--- src/rtl/pipe_ctrl_pkg.sv ---
// Shared types and constants for the pipeline hazard controller.
// Stage indices name the bits of the stage-valid vector.
package pipe_ctrl_pkg;

  typedef enum logic [1:0] {
    RUN      = 2'd0,
    FLUSH    = 2'd1,
    MEM_WAIT = 2'd2
  } state_e;

  localparam int ZERO_REG = 31;

  localparam int IFID  = 0;
  localparam int IDEX  = 1;
  localparam int EXMEM = 2;
  localparam int MEMWB = 3;

endpackage

--- src/rtl/pipe_valid_tracker.sv ---
// Per-stage valid bits for IF/ID, ID/EX, EX/MEM and MEM/WB.
// freeze holds every bit; otherwise the vector shifts, with IF/ID and ID/EX overridable.
module pipe_valid_tracker
  import pipe_ctrl_pkg::*;
(
  input  logic       clk,
  input  logic       reset,
  input  logic       advance,
  input  logic       hold_if,
  input  logic       clear_if,
  input  logic       clear_id,
  input  logic       freeze,
  output logic [3:0] valid
);

  logic [3:0] valid_q;
  logic [3:0] valid_d;

  // Next valid vector: freeze, or shift with IF/ID fill/hold/clear and ID/EX bubble.
  always_comb begin
    valid_d = valid_q;
    if (freeze) begin
      valid_d = valid_q;
    end else begin
      if (clear_if) begin
        valid_d[IFID] = 1'b0;
      end else if (hold_if) begin
        valid_d[IFID] = valid_q[IFID];
      end else begin
        valid_d[IFID] = advance;
      end
      valid_d[IDEX]  = clear_id ? 1'b0 : valid_q[IFID];
      valid_d[EXMEM] = valid_q[IDEX];
      valid_d[MEMWB] = valid_q[EXMEM];
    end
  end

  // Valid register, cleared asynchronously.
  always_ff @(posedge clk or negedge reset) begin
    if (!reset) begin
      valid_q <= 4'b0000;
    end else begin
      valid_q <= valid_d;
    end
  end

  assign valid = valid_q;

endmodule

--- src/rtl/pipe_hazard_ctrl.sv ---
// Stall/flush sequencer for the 5-stage pipeline: decides per cycle whether the
// front end advances, stalls on a load-use, squashes on a taken branch or freezes on memory.
module pipe_hazard_ctrl
  import pipe_ctrl_pkg::*;
#(
  parameter int REG_W      = 5,
  parameter int ZERO_REG   = pipe_ctrl_pkg::ZERO_REG,
  parameter int BR_PENALTY = 2,
  parameter int CNT_W      = 16
) (
  input  logic             clk,
  input  logic             reset,
  input  logic [REG_W-1:0] id_rn,
  input  logic [REG_W-1:0] id_rm,
  input  logic             id_uses_rm,
  input  logic             ex_mem_read,
  input  logic [REG_W-1:0] ex_rd,
  input  logic             br_taken,
  input  logic             mem_busy,
  output logic             pc_we,
  output logic             ifid_we,
  output logic             ifid_flush,
  output logic             idex_bubble,
  output logic             exmem_hold,
  output logic [3:0]       stage_valid,
  output logic [CNT_W-1:0] stall_count
);

  localparam logic [REG_W-1:0] ZR        = ZERO_REG[REG_W-1:0];
  localparam logic [1:0]       FLUSH_LEN = 2'(BR_PENALTY - 2);
  localparam logic [CNT_W-1:0] CNT_ONE   = {{(CNT_W-1){1'b0}}, 1'b1};
  localparam logic [CNT_W-1:0] CNT_MAX   = {CNT_W{1'b1}};

  state_e           state_q, state_d;
  state_e           saved_q, saved_d;
  state_e           eff_s;
  logic [1:0]       fcnt_q, fcnt_d;
  logic [CNT_W-1:0] stall_q, stall_d;

  logic brq_s, luh_s;
  logic pc_we_s, ifid_we_s, ifid_flush_s, idex_bubble_s, exmem_hold_s;
  logic advance_s, hold_if_s, clear_if_s, clear_id_s, freeze_s;
  logic [3:0] valid_s;

  assign brq_s = br_taken & valid_s[IDEX];
  assign luh_s = ex_mem_read & valid_s[IDEX] & valid_s[IFID] & (ex_rd != ZR) &
                 ((ex_rd == id_rn) | (id_uses_rm & (ex_rd == id_rm)));

  // Decision logic; a returning MEM_WAIT acts as its saved state in the same cycle.
  always_comb begin
    eff_s         = (state_q == MEM_WAIT) ? saved_q : state_q;
    state_d       = eff_s;
    saved_d       = saved_q;
    fcnt_d        = fcnt_q;
    pc_we_s       = 1'b0;
    ifid_we_s     = 1'b0;
    ifid_flush_s  = 1'b0;
    idex_bubble_s = 1'b0;
    exmem_hold_s  = 1'b0;
    advance_s     = 1'b0;
    hold_if_s     = 1'b0;
    clear_if_s    = 1'b0;
    clear_id_s    = 1'b0;
    freeze_s      = 1'b0;
    if (mem_busy) begin
      state_d      = MEM_WAIT;
      saved_d      = eff_s;
      exmem_hold_s = 1'b1;
      freeze_s     = 1'b1;
    end else if (eff_s == FLUSH) begin
      pc_we_s      = 1'b1;
      ifid_we_s    = 1'b1;
      ifid_flush_s = 1'b1;
      clear_if_s   = 1'b1;
      if (fcnt_q <= 2'd1) begin
        state_d = RUN;
        fcnt_d  = 2'd0;
      end else begin
        fcnt_d = fcnt_q - 2'd1;
      end
    end else if (brq_s) begin
      // The branch outranks a simultaneous load-use: its consumer is squashed anyway.
      pc_we_s       = 1'b1;
      ifid_flush_s  = 1'b1;
      idex_bubble_s = 1'b1;
      clear_if_s    = 1'b1;
      clear_id_s    = 1'b1;
      if (BR_PENALTY > 2) begin
        state_d = FLUSH;
        fcnt_d  = FLUSH_LEN;
      end else begin
        state_d = RUN;
      end
    end else if (luh_s) begin
      idex_bubble_s = 1'b1;
      hold_if_s     = 1'b1;
      clear_id_s    = 1'b1;
      state_d       = RUN;
    end else begin
      pc_we_s   = 1'b1;
      ifid_we_s = 1'b1;
      advance_s = 1'b1;
      state_d   = RUN;
    end
  end

  // Saturating count of cycles in which the PC did not advance.
  always_comb begin
    if (!pc_we_s && (stall_q != CNT_MAX)) begin
      stall_d = stall_q + CNT_ONE;
    end else begin
      stall_d = stall_q;
    end
  end

  // Controller state registers.
  always_ff @(posedge clk or negedge reset) begin
    if (!reset) begin
      state_q <= RUN;
      saved_q <= RUN;
      fcnt_q  <= 2'd0;
      stall_q <= {CNT_W{1'b0}};
    end else begin
      state_q <= state_d;
      saved_q <= saved_d;
      fcnt_q  <= fcnt_d;
      stall_q <= stall_d;
    end
  end

  pipe_valid_tracker u_valid (
    .clk      (clk),
    .reset    (reset),
    .advance  (advance_s),
    .hold_if  (hold_if_s),
    .clear_if (clear_if_s),
    .clear_id (clear_id_s),
    .freeze   (freeze_s),
    .valid    (valid_s)
  );

  // Controls are forced low while reset is held, whatever the inputs say.
  assign pc_we       = pc_we_s & reset;
  assign ifid_we     = ifid_we_s & reset;
  assign ifid_flush  = ifid_flush_s & reset;
  assign idex_bubble = idex_bubble_s & reset;
  assign exmem_hold  = exmem_hold_s & reset;
  assign stage_valid = valid_s;
  assign stall_count = stall_q;

endmodule

--- config.mk ---
export PLATFORM = sky130hd
export DESIGN_NAME = pipe_hazard_ctrl
export DESIGN_NICKNAME = d
export VERILOG_FILES = /design/src/rtl/pipe_ctrl_pkg.sv /design/src/rtl/pipe_valid_tracker.sv /design/src/rtl/pipe_hazard_ctrl.sv
export SDC_FILE = /design/constraint.sdc
export NUM_CORES = 1
export LEC_CHECK = 0
export CAP_MARGIN = 15
export CELL_PAD_IN_SITES_DETAIL_PLACEMENT = 0
export CELL_PAD_IN_SITES_GLOBAL_PLACEMENT = 2
export CORE_UTILIZATION = 24
export CTS_CLUSTER_SIZE = 8
export DETAILED_ROUTE_END_ITERATION = 10
export GPL_TIMING_DRIVEN = 0
export PLACE_DENSITY = 0.76
export SLEW_MARGIN = 25
export SYNTH_ARGS = -nofsm -noshare
export SYNTH_HDL_FRONTEND = slang
export SYNTH_HIERARCHICAL = 1
export SYNTH_SLANG_ARGS = --single-unit
--- constraint.sdc ---
create_clock -name clk -period 1.6 [get_ports clk]
set_input_delay 0.32 -clock clk [delete_from_list [all_inputs] [get_ports clk]]
set_output_delay 0.32 -clock clk [all_outputs]
set_load 0.01 [all_outputs]
# [Word-level counts from Yosys, hierarchy flattened]
# Cells that the tools add are included.
[op_classes] shift=0 n_div=0 reduce_logical=4 mul=0 magnitude_cmp=1 addsub=2 n_eq_ne=7 mux=28 n_bitwise=14
[ops] operator="1-bit 2-to-1 mux" count=23
[ops] operator="16-bit by 1-bit adder with 16-bit output (second input constant)" count=1
[ops] operator="16-bit != test (second input constant)" count=1
[ops] operator="1-bit AND" count=11
[ops] operator="5-bit == test" count=2
[ops] operator="2-bit 2-to-1 mux" count=5
[ops] operator="5-bit != test (second input constant)" count=1
[ops] operator="2-bit AND reduction" count=2
[ops] operator="2-bit by 1-bit == test with 1-bit output (second input constant)" count=1
[ops] operator="2-bit == test (second input constant)" count=1
[ops] operator="2-bit by 1-bit <= comparator with 1-bit output (second input constant)" count=1
[ops] operator="2-bit != test (second input constant)" count=1
[ops] operator="1-bit inverter" count=2
[ops] operator="2-bit by 1-bit subtractor with 2-bit output (second input constant)" count=1
[ops] operator="1-bit logical AND" count=1
[ops] operator="1-bit zero test" count=1
[ops] operator="1-bit OR" count=1
[totals] latchBits=0 input_bits=21 ramBits=0 mem_count=0 register_bits=26 rom_bits=0 word_cells=62

# [Logic depth before layout (Yosys ltp)]
# Gate-level depths: netlist (run 1).
[logic_depth] depth_word=10 depth_mapped=8 depth_no_buf=8

# [Hierarchy]
# Netlist (run 1), hierarchy kept.
[by_module_without_submodules] module="pipe_hazard_ctrl" seq_area_each_um2=550.5 cells_each=122 area_each_um2=1198.6 instances=1
[by_module_without_submodules] module="pipe_valid_tracker" seq_area_each_um2=100.1 cells_each=13 area_each_um2=163.9 instances=1

# [Worst setup path after synthesis (run 1)]
# No wires, ideal clock.
[synth_path] path_type="register -> register" from="reg stall_q[0], in the netlist stall_count[0]" to="reg stall_q[1], in the netlist stall_count[1]" path_stages_with_launch=7 setup_slack_ns=-0.187 setup_ns=0.128 arrival_time_ns=1.660 synth_period_minus_slack_ns=1.787 path_cell_list="dfrtp_1 ha_1 nand4_1 nor3_1 a21boi_0 a41o_2 mux2_1"
[synth_via] elab_chain_cells=2 elab_cells_between_ends=3
[synth_lines] element="from (decl)" line="pipe_hazard_ctrl.sv:38" text="logic [CNT_W-1:0] stall_q, stall_d;"
[synth_lines] element="from (signal assigned)" line="pipe_hazard_ctrl.sv:122" text="stall_q <= {CNT_W{1'b0}};"
[synth_lines] element="from (signal assigned)" line="pipe_hazard_ctrl.sv:127" text="stall_q <= stall_d;"
[synth_lines] element="parallel branches: the longest is 2 deep, another holds 16-bit by 1-bit adder with 16-bit output"
# Several ways; the timed one is not identified.
# A chain may end at the register's enable or synchronous reset.

# [Final worst setup path (run 1)]
[layout_path] from="reg saved_q[0]" to="out pc_we"
[layout_via] elab_chain_cells=5
[layout_lines] element="from (decl)" line="pipe_hazard_ctrl.sv:35" text="state_e saved_q, saved_d;"
[layout_lines] element="from (signal assigned)" line="pipe_hazard_ctrl.sv:125" text="saved_q <= saved_d;"
[layout_lines] element="2-bit 2-to-1 mux" line="pipe_hazard_ctrl.sv:51" text="eff_s = (state_q == MEM_WAIT) ? saved_q : state_q;"
[layout_lines] element="2-bit by 1-bit == test with 1-bit output" line="pipe_hazard_ctrl.sv:70" text="end else if (eff_s == FLUSH) begin"
[layout_lines] element="1-bit 2-to-1 mux" line="pipe_hazard_ctrl.sv:70"
[layout_lines] element="1-bit 2-to-1 mux" line="pipe_hazard_ctrl.sv:65" text="if (mem_busy) begin"
[layout_lines] element="1-bit AND" line="pipe_hazard_ctrl.sv:143" text="assign pc_we = pc_we_s & reset;"
[layout_lines] element="to (decl)" line="pipe_hazard_ctrl.sv:20" text="output logic pc_we,"
# Every way passes these cells.

==> out/qor.yml, run 1 <==
cts:
  path_clk_slew_ps: 90
  clock-sinks: 26
  clk_latency_ps: 270
  cts_tree: "yes"
  cts_inserted_buffers: 3
  htreeDepth: 1
  clockBufferDepth: 2
  clock-root-buffer: "clkbuf_8"
synthesis:
  yosysTopAreaCellShare_pct: 47.8
  synth_area_mm2: 0.00136
  synth.most_common_cell: "dfrtp_1"
  yosys-top-cells-count: "dfrtp_1 (26), xnor2_1 (23), nand2_1 (14)"
  synth_top_family_by_area: "simple AND/OR/NAND/NOR gates"
  synthXorXnorAreaFrac_pct: 16.1
  ys_seq_area_share_pct: 47.8
  synth_cell_type_count: 32
  ys_seq_elements: 26
  syn-num-nets: 157
  synthAdderAreaFrac_pct: 0.918
  synth_top_flop_cell: "dfrtp_1"
  ys.warnings.count: 6
  synthArstFlopShare_pct: 100
  synth_area_leaders: "dfrtp_1 (48%), xnor2_1 (15%), nand2_1 (3.9%)"
  synthSimpleGateAreaFrac_pct: 21.8
  synthMuxAreaShare_pct: 3.31
  synth_edf_count: 0
  synthesis.instances: 135
  synth_area_leader_cell: "dfrtp_1"
  avgSynthCellArea_um2: 10.1
  synth_compound_area_share_pct: 7.71
placed_design:
  dp_hpwl_mm: 2.44
  dpl_cell_area_mm2: 0.00193
  io_buffers: 45
  dp_cells: 252
  place_congestion: 0.741
outcome:
  status: "finished with violations"
  violations: "negative setup slack"
setup_path:
  critPathRequiredTime_ps: 1280
  r2r_cells: 8
  critPathMaxFanout: 4
  start_kind: "flop"
  critPathArrivalTime_ps: 1640
  critical_path.max_stage_delay_ps: 410
  critPathCaptureType: "primary output"
  crit_slowest_cell: "dfrtp_1"
  worstSetupPathType: "flop to primary output"
  crit_chain: "nor4bb_4 -> a21o_1 -> buf_6 -> a21oi_4 -> a31oi_2 -> buf_2"
detailed_routing:
  drt-total-wl_mm: 3.79
  ant_nets: 0
  drt_pre_antenna_iters: 4
  avgRoutedWirePerCell_um: 13.4
  drc_errors: 0
  vias: 1270
  vias_per_cell: 4.47
  drt_iter0_drc: 31
power_and_ir_drop:
  p_leak_uw: 0.00115
  worst_ir_drop_vdd_v: 0.000546
  power_density_mw_per_mm2: 894
global_routing:
  first_global_vias: 1314
  grtUsageTotal_pct: 13.1
  grt_pass1_wl_mm: 6.13
  antenna_found_initial: 0
  gr-total-overflow: 0
  grt_max_degree: 27
floorplan:
  io_pins: 46
  coreArea_mm2: 0.00547
  dieArea_mm2: 0.00598
  start_util_pct: 24.9
  die_h_um: 77.3
  rows: 27
  fp.dieW_um: 77.3
timing:
  maxSlewHeadroom_pct: 54.7
  holdWs_ps: 329
  worst_pin_slew_ps: 675
  max_freq_ghz: 0.510
  fin_crit_ps: 1960
  final.period_utilization_pct: 123
  slew_viol_final: 0
  setup_tns_ps: -5350
  setup_viol: 21
  hold_viol: 0
  layout_setup_ws_ps: -362
  skew_ps: 3.68
  rsz0062_at_grt: "true"
cells_and_area:
  drive_gt1_share_pct: 41.0
  final_util_pct: 44.7
  area_delta_synth_final_pct: 79.6
  diodes: 0
  instances_no_fill: 284
  nFillCells: 543
  final_nets: 235
  final_area_mm2: 0.00245
run:
  maxCapViolCount: 0
hold_path:
  hold_depth: 2
  holdCritPathClass: "input port to flop"
==> registers in the layout (all words and copies together), names as in the netlist <==
signal / count
state_q: 2
fcnt_q: 2
saved_q: 2
stall_count: 16
u_valid/valid: 4
==> path summary, 6_finish.rpt <==
| check | to | slack (ps) | startpoint |
|---|---|---|---|
| worst min register to register | stall_count[9]$_DFFE_PN0P_ | 500 | stall_count[9]$_DFFE_PN0P_ |
| max in group asynchronous | u_valid/valid[1]$_DFFE_PN0N_ | 850 | reset |
| min in group asynchronous | stall_count[5]$_DFFE_PN0P_ | 590 | reset |
| worst max-delay path | pc_we | -360 | saved_q[0]$_DFFE_PN0P_ |
| worst min-delay path | state_q[1]$_DFF_PN0_ | 330 | mem_busy |
| worst max register to register | stall_count[4]$_DFFE_PN0P_ | -320 | saved_q[0]$_DFFE_PN0P_ |
==> power breakdown <==
part | leakage [uW] | internal [uW] | switching (uW)
sequential | 0.000329 | 772 | 108
clock | 0.0000288 | 220 | 210
combinational | 0.000789 | 525 | 353
total | 0.00115 | 1520 | 670
==> kinds of logic (layout without fill, tap and decap cells) <==
kind of cell / Yosys count / after routing
AND/OR/NAND/NOR: 58 / 58
flip-flops: 26 / 26
XOR/XNOR: 25 / 25
AO/OA/AOI/OAI: 14 / 14
buffers and inverters: 7 / 84
multiplexers: 4 / 4
adder cells (fa/ha/maj): 1 / 1
==> worst max-delay path: cells and delay by family (launching register included) <==
| kind | cells | cell delay [ps] |
|---|---|---|
| buffers and inverters | 2 | 300 |
| AND/OR/NAND/NOR | 1 | 170 |
| flip-flops | 1 | 410 |
| AO/OA/AOI/OAI | 3 | 500 |
==> cell type report <==
| type | instances | area (um^2) | share of cell area (%) |
|---|---|---|---|
| multi-input cells | 102 | 911 | 37.2 |
| well taps | 72 | 90.1 | 3.68 |
| flip-flops and latches | 26 | 657 | 26.8 |
| plain buffers | 3 | 32.5 | 1.33 |
| inverters | 4 | 15.0 | 0.613 |
| repair buffers | 73 | 687 | 28.1 |
| clock buffers | 4 | 55.1 | 2.25 |
==> placed cells by master, fill, tap and decap left out, types with 7 or more instances in the layout <==
master,netlist,layout
nor2_1,10,8
xnor2_1,23,19
clkdlybuf4s50_1,0,14
nand2_1,14,10
buf_6,1,9
dlygate4sd2_1,0,14
dfrtp_1,26,21
buf_4,0,19
nand4_1,7,7
==> repair_timing <==
action                                  in CTS  in global routing
gates cloned                                 1                  0
pin swaps                                   37                 34
hold buffers                                 2                  0
hold endpoints to repair                    26                  0
endpoints found under the setup margin      27                 30
buffers inserted                            17                 10
gates resized for setup                     85                 33
==> through the flow <==
step / power, uW / setup WS (ps)
finish: 2190 / -362
global route: 2330 / -446
CTS: 2090 / -337
detailed placement: 1530 / -1120
global placement: 1520 / -1550
floorplan: 1170 / -93.9
==> metal layers <==
metal | up-vias | wire, um | track usage (%)
li1 | 621 | - | -
met3 | 6 | 189 | 2.71
met5 | - | 0 | 0
met4 | 0 | 76 | 6.04
met1 | 595 | 1700 | 15.9
met2 | 48 | 1830 | 22.2
Note: power is estimated with default switching activity, not from simulation.
==> run 2, diff against run 1 <==
- MAX_ROUTING_LAYER: unset -> met4
==> run 2 against run 1 <==
Against the previous run:
- the run still ends with negative setup slack left
- sequential cell count unchanged
- routed wire length up 0.42%
- hold slack worse by 5.2 ps
- combinational power about the same
- sequential share of layout area did not move
- largest cell class unchanged
- largest power group unchanged
==> out/qor.yml, run 2 (same netlist as run 1, synthesis figures left out) <==
outcome:
  status: "finished with violations"  # unchanged
  violations: "negative setup slack"  # unchanged
run:
  maxCapViolCount: 0  # unchanged
detailed_routing:
  vias_per_cell: 4.48  # was 4.47
  drc_errors: 0  # unchanged
  wl_met1_mm: 1.74  # was 1.70 mm
  top_layer: "met4"  # unchanged
  wl_met3_um: 149  # was 189 um
  ant_nets: 0  # unchanged
  drt_iter0_drc: 35  # was 31
  drt_pre_antenna_iters: 4  # unchanged
  vias: 1271  # was 1270
  drt-total-wl_mm: 3.81  # was 3.79 mm
  avgRoutedWirePerCell_um: 13.4  # about the same
  routed-wl-met2_mm: 1.84  # was 1.83 mm
cts:
  cts_inserted_buffers: 3  # unchanged
  clock-root-buffer: "clkbuf_8"  # unchanged
  cts_tree: "yes"  # unchanged
  clockBufferDepth: 2  # unchanged
  clock-sinks: 26  # unchanged
  clk_latency_ps: 270  # about the same
  htreeDepth: 1  # unchanged
  path_clk_slew_ps: 90  # about the same
timing:
  slew_viol_final: 0  # unchanged
  fin_crit_ps: 1960  # about the same
  setup_viol: 21  # unchanged
  holdWs_ps: 324  # was 329 ps
  skew_ps: 1.15  # was 3.68 ps
  hold_viol: 0  # unchanged
  rsz0062_at_grt: "true"  # unchanged
  final.period_utilization_pct: 123  # about the same
  maxSlewHeadroom_pct: 55.0  # was 54.7%
  max_freq_ghz: 0.509  # was 0.510 GHz
  worst_pin_slew_ps: 670  # was 675 ps
  layout_setup_ws_ps: -364  # was -362 ps
global_routing:
  antenna_found_initial: 0  # unchanged
  grt_pass1_wl_mm: 6.15  # was 6.13 mm
  first_global_vias: 1313  # was 1314
  grt_max_degree: 27  # unchanged
  grtUsageTotal_pct: 13.5  # was 13.1%
  gr-total-overflow: 0  # unchanged
hold_path:
  holdCritPathClass: "input port to flop"  # unchanged
  min-delay-start: "mem_busy"  # unchanged
power_and_ir_drop:
  switching_share_pct: 30.8  # was 30.6%
  p_sw_uw: 675  # was 670 uW
  internal-power_uw: 1520  # about the same
  power_density_mw_per_mm2: 896  # was 894 mW/mm^2
  seq_power_share_pct: 40.2  # about the same
  combinationalPowerShare_pct: 40.1  # about the same
  worst_ir_drop_vdd_v: 0.000546  # about the same
  p_leak_uw: 0.00115  # unchanged
  power_frac_clock_pct: 19.8  # was 19.6%
  power.total_uw: 2190  # about the same
floorplan:
  start_util_pct: 24.9  # unchanged
  fp.dieW_um: 77.3  # unchanged
  rows: 27  # unchanged
  io_pins: 46  # unchanged
  die_h_um: 77.3  # unchanged
  dieArea_mm2: 0.00598  # unchanged
  coreArea_mm2: 0.00547  # unchanged
setup_path:
  critPathMaxFanout: 3  # was 4
  critPathArrivalTime_ps: 1640  # about the same
  timing.rr.start: "saved_q[0]$_DFFE_PN0P_"  # unchanged
  critPathRequiredTime_ps: 1280  # about the same
  critPathCaptureType: "primary output"  # unchanged
  worstSetupPathType: "flop to primary output"  # unchanged
  critPathLaunch: "saved_q[1]$_DFFE_PN0P_"  # was saved_q[0]$_DFFE_PN0P_
  start_kind: "flop"  # unchanged
placed_design:
  dp_hpwl_mm: 2.44  # unchanged
  io_buffers: 45  # unchanged
  dp_cells: 252  # unchanged
  place_congestion: 0.750  # was 0.741
cells_and_area:
  drive_gt1_share_pct: 41.0  # unchanged
  area_delta_synth_final_pct: 79.6  # unchanged
  diodes: 0  # unchanged
  instances_no_fill: 284  # unchanged
  final_common_cell: "dfrtp_1"  # unchanged
  largest_reg_flops: 16  # unchanged
  nFillCells: 543  # unchanged
  final_nets: 235  # unchanged
  layout_common_cells: "dfrtp_1 (21), xnor2_1 (19), buf_4 (19)"  # unchanged
run 2: cell counts in the layout (fill, tap and decap cells not counted):
Identical to the previous run, type by type.
run 2: what timing repair did:
| action | in CTS | in global routing |
|---|---|---|
| pin swaps | 37 | 34 |
| cloned | 1 | 0 |
| endpoints found under the hold margin | 26 | 0 |
| hold buffers | 2 | 0 |
| endpoints found under the setup margin | 27 | 30 |
| buffers inserted | 17 | 10 |
| resized for setup | 85 | 33 |
run 2: worst paths after layout:
path                                                end  slack, ps  cells past startpoint
setup reg to reg           u_valid/valid[0]$_DFFE_PN0P_       -320                      8
hold reg to reg              stall_count[9]$_DFFE_PN0P_        500                      1
min in group asynchronous    stall_count[0]$_DFFE_PN0P_        590                      3
setup / recovery                                ifid_we       -360                      6
hold / removal                     state_q[1]$_DFF_PN0_        320                      2
max in group asynchronous  u_valid/valid[1]$_DFFE_PN0N_        850                      3
run 2: layer usage:
layer | vias to the layer above | track usage, %
met1 | 596 | 16.3
met5 | - | -
met4 | 0 | 6.04
met2 | 48 | 22.3
li1 | 621 | -
met3 | 6 | 2.00
run 2: stage by stage:
stage          TNS (ps)  area (um^2)  setup WS [ps]  utilization [%]
2_1_floorplan      -747         1390          -93.9                -
3_3_place_gp     -23210         1930          -1550             35.3
3_5_place_dp     -15690         1930          -1120             35.3
4_1_cts           -4460         2270           -337             41.5
5_1_grt           -6920         2450           -446             44.7
6_report          -5390         2450           -364             44.7
run 2: cell type report:
cell class,instances,area (um^2),share of cell area (%)
multi-input combinational,102,911,37.2
buffer,3,32.5,1.33
tap,72,90.1,3.68
timing repair buffer,73,687,28.1
inverter,4,15.0,0.613
clock buffer,4,55.1,2.25
sequential,26,657,26.8
run 2: worst max-delay path, stage by stage, from the launching register on:
cell      delay, ps
dfrtp_1         420
nor4bb_4        280
a21o_1          190
buf_6           120
a21o_1          110
nor2b_4         150
buf_6           100
run 2: power groups by stage:
stage	clock network [uW]	registers, uW	logic (uW)
after CTS	437	874	779
after detailed placement	0	910	616
final	434	880	878
after global routing	476	899	955
after global placement	0	907	617
after floorplan	0	940	235
==> run 3, diff against run 2 <==
- PLACE_DENSITY: 0.76 -> unset
- PLACE_DENSITY_LB_ADDON: unset -> 0.1
==> run 3 against run 2 <==
Against the previous run:
- the flow still finishes with violations (negative setup slack)
- combinational power increased by 11%
- routed wire length rose by 5.6%
- largest cell class unchanged
- total power increased by 9.7%
- maximum frequency decreased by 0.46%
- critical path depth unchanged
- utilization rose by 1.9 points
- sequential cell count is the same
- non-clock buffer count up 11
- highest routed layer unchanged
==> out/qor.yml, run 3 (same netlist as run 1, synthesis figures left out) <==
run:
  maxCapViolCount: 0  # unchanged
setup_path:
  critPathRequiredTime_ps: 1280  # about the same
  critPathCaptureType: "primary output"  # unchanged
  r2r_cells: 8  # unchanged
  critPathMaxFanout: 3  # unchanged
  start_kind: "flop"  # unchanged
  critPathArrivalTime_ps: 1650  # was 1640 ps
  reg2reg_setup_slack_ps: -360  # was -320 ps
  worstSetupPathType: "flop to primary output"  # unchanged
  r2r-end: "u_valid/valid[0]$_DFFE_PN0P_"  # unchanged
  timing.rr.start: "state_q[0]$_DFF_PN0_"  # was saved_q[0]$_DFFE_PN0P_
placed_design:
  dp_hpwl_mm: 2.44  # about the same
  place_congestion: 0.727  # was 0.750
  place_ws_ps: -1100  # was -1120 ps
  io_buffers: 45  # unchanged
hold_path:
  hold_path_end: "state_q[1]$_DFF_PN0_"  # unchanged
  hold_depth: 2  # unchanged
  holdCritPathClass: "input port to flop"  # unchanged
  min-delay-start: "mem_busy"  # unchanged
detailed_routing:
  vias_per_cell: 4.46  # was 4.48
  drt_pre_antenna_iters: 4  # unchanged
  ant_nets: 0  # unchanged
  drt-total-wl_mm: 4.02  # was 3.81 mm
  drt_iter0_drc: 29  # was 35
  avgRoutedWirePerCell_um: 13.6  # was 13.4 um
  vias: 1315  # was 1271
  drc_errors: 0  # unchanged
timing:
  skew_ps: 5.45  # was 1.15 ps
  maxSlewHeadroom_pct: 67.4  # was 55.0%
  layout_setup_ws_ps: -373  # was -364 ps
  setup_viol: 19  # was 21
  final.period_utilization_pct: 123  # about the same
  rsz0062_at_grt: "true"  # unchanged
  max_freq_ghz: 0.507  # was 0.509 GHz
  hold_viol: 0  # unchanged
  slew_viol_final: 0  # unchanged
  holdWs_ps: 317  # was 324 ps
  worst_pin_slew_ps: 486  # was 670 ps
  fin_crit_ps: 1970  # was 1960 ps
cells_and_area:
  final_util_pct: 46.7  # was 44.7%
  largest_reg_flops: 16  # unchanged
  layout_common_cells: "buf_4 (30), dfrtp_1 (21), xnor2_1 (17), dlygate4sd2_1 (17), clkdlybuf4s50_1 (12)"  # was dfrtp_1 (21), xnor2_1 (19), buf_4 (19)
  diodes: 0  # unchanged
  final_common_cell: "buf_4"  # was dfrtp_1
  final_nets: 246  # was 235
  area_delta_synth_final_pct: 87.4  # was 79.6%
  drive_gt1_share_pct: 45.3  # was 41.0%
cts:
  cts_inserted_buffers: 3  # unchanged
  clock-root-buffer: "clkbuf_8"  # unchanged
  clock-sinks: 26  # unchanged
  htreeDepth: 1  # unchanged
  path_clk_slew_ps: 100  # was 90 ps
  clockBufferDepth: 2  # unchanged
  cts_tree: "yes"  # unchanged
  clk_latency_ps: 280  # was 270 ps
global_routing:
  antenna_found_initial: 0  # unchanged
  first_global_vias: 1373  # was 1313
  grt_max_degree: 27  # unchanged
  grt_pass1_wl_mm: 6.43  # was 6.15 mm
  grtUsageTotal_pct: 14.0  # was 13.5%
  gr-total-overflow: 0  # unchanged
floorplan:
  die_h_um: 77.3  # unchanged
  fp.dieW_um: 77.3  # unchanged
  io_pins: 46  # unchanged
  start_util_pct: 24.9  # unchanged
  dieArea_mm2: 0.00598  # unchanged
  rows: 27  # unchanged
  coreArea_mm2: 0.00547  # unchanged
power_and_ir_drop:
  p_leak_uw: 0.00121  # was 0.00115 uW
  worst_ir_drop_vdd_v: 0.000440  # was 0.000546 V
  power_density_mw_per_mm2: 942  # was 896 mW/mm^2
outcome:
  violations: "negative setup slack"  # unchanged
  status: "finished with violations"  # unchanged
run 3: changes by cell type in the layout (fill, tap and decap cells not counted), sizes merged:
cell	before	now
buf	35	44
bufinv	0	1
clkbuf	8	9
clkdlybuf4s15	4	2
clkdlybuf4s50	14	12
dlygate4sd2	14	17
dlymetal6s2s	4	5
run 3: how the worst max path moves through the flow:
| stage | depth (start not counted) | from | end | slack, ps |
|---|---|---|---|---|
| finish | 6 | state_q[0]$_DFF_PN0_ | ifid_we | -370 |
| global placement | 4 | reset | pc_we | -1550 |
| floorplan | 6 | stall_count[0]$_DFFE_PN0P_ | stall_count[1]$_DFFE_PN0P_ | -90 |
| CTS | 6 | state_q[0]$_DFF_PN0_ | ifid_we | -390 |
| global route | 6 | state_q[0]$_DFF_PN0_ | ifid_we | -490 |
| detailed placement | 8 | ex_rd[4] | idex_bubble | -1100 |
run 3: metrics by stage:
| stage | setup TNS (ps) | instance area, um^2 | total power, uW | std cells |
|---|---|---|---|---|
| 2_1_floorplan | -747 | 1390 | 1170 | 135 |
| 3_3_place_gp | -25180 | 1930 | 1520 | 252 |
| 3_5_place_dp | -15790 | 1930 | 1540 | 252 |
| 4_1_cts | -4360 | 2270 | 2250 | 281 |
| 5_1_grt | -5690 | 2550 | 2550 | 295 |
| 6_report | -4060 | 2550 | 2410 | 295 |
run 3: repair_timing:
action | 4_1_cts | 5_1_grt
hold buffers | 2 | 0
hold endpoints to repair | 26 | 0
cloned | 1 | 0
setup endpoints to repair | 28 | 29
gates resized for setup | 74 | 45
setup buffers | 22 | 14
pin swaps | 26 | 22
run 3: critical path, stage by stage (launching register included):
cell and delay, ps:
dfrtp_1 420, nor4bb_2 320, a21o_4 160, buf_6 100, a21o_1 110, nor2b_1 140
buf_2 140
run 3: power by group:
part	internal [uW]	total, uW	switching (uW)
sequential	772	875	103
combinational	583	974	392
clock	335	556	221
total	1690	2410	716
run 3: cell type report:
| cell class | instances | area, um^2 |
|---|---|---|
| Buffer | 3 | 28.8 |
| Clock buffer | 3 | 41.3 |
| Clock inverter | 1 | 30.0 |
| Fill cell | 525 | 2920 |
| Inverter | 4 | 15.0 |
| Multi-Input combinational cell | 102 | 942 |
| Sequential cell | 26 | 657 |
| Tap cell | 72 | 90.1 |
| Timing Repair Buffer | 84 | 749 |
run 3: metal layers:
metal,vias up,global-route usage [%],routed length (um)
li1,639,-,-
met1,635,16.6,1690
met2,34,24.0,2130
met3,7,2.82,149
met4,0,3.96,53
met5,-,-,0
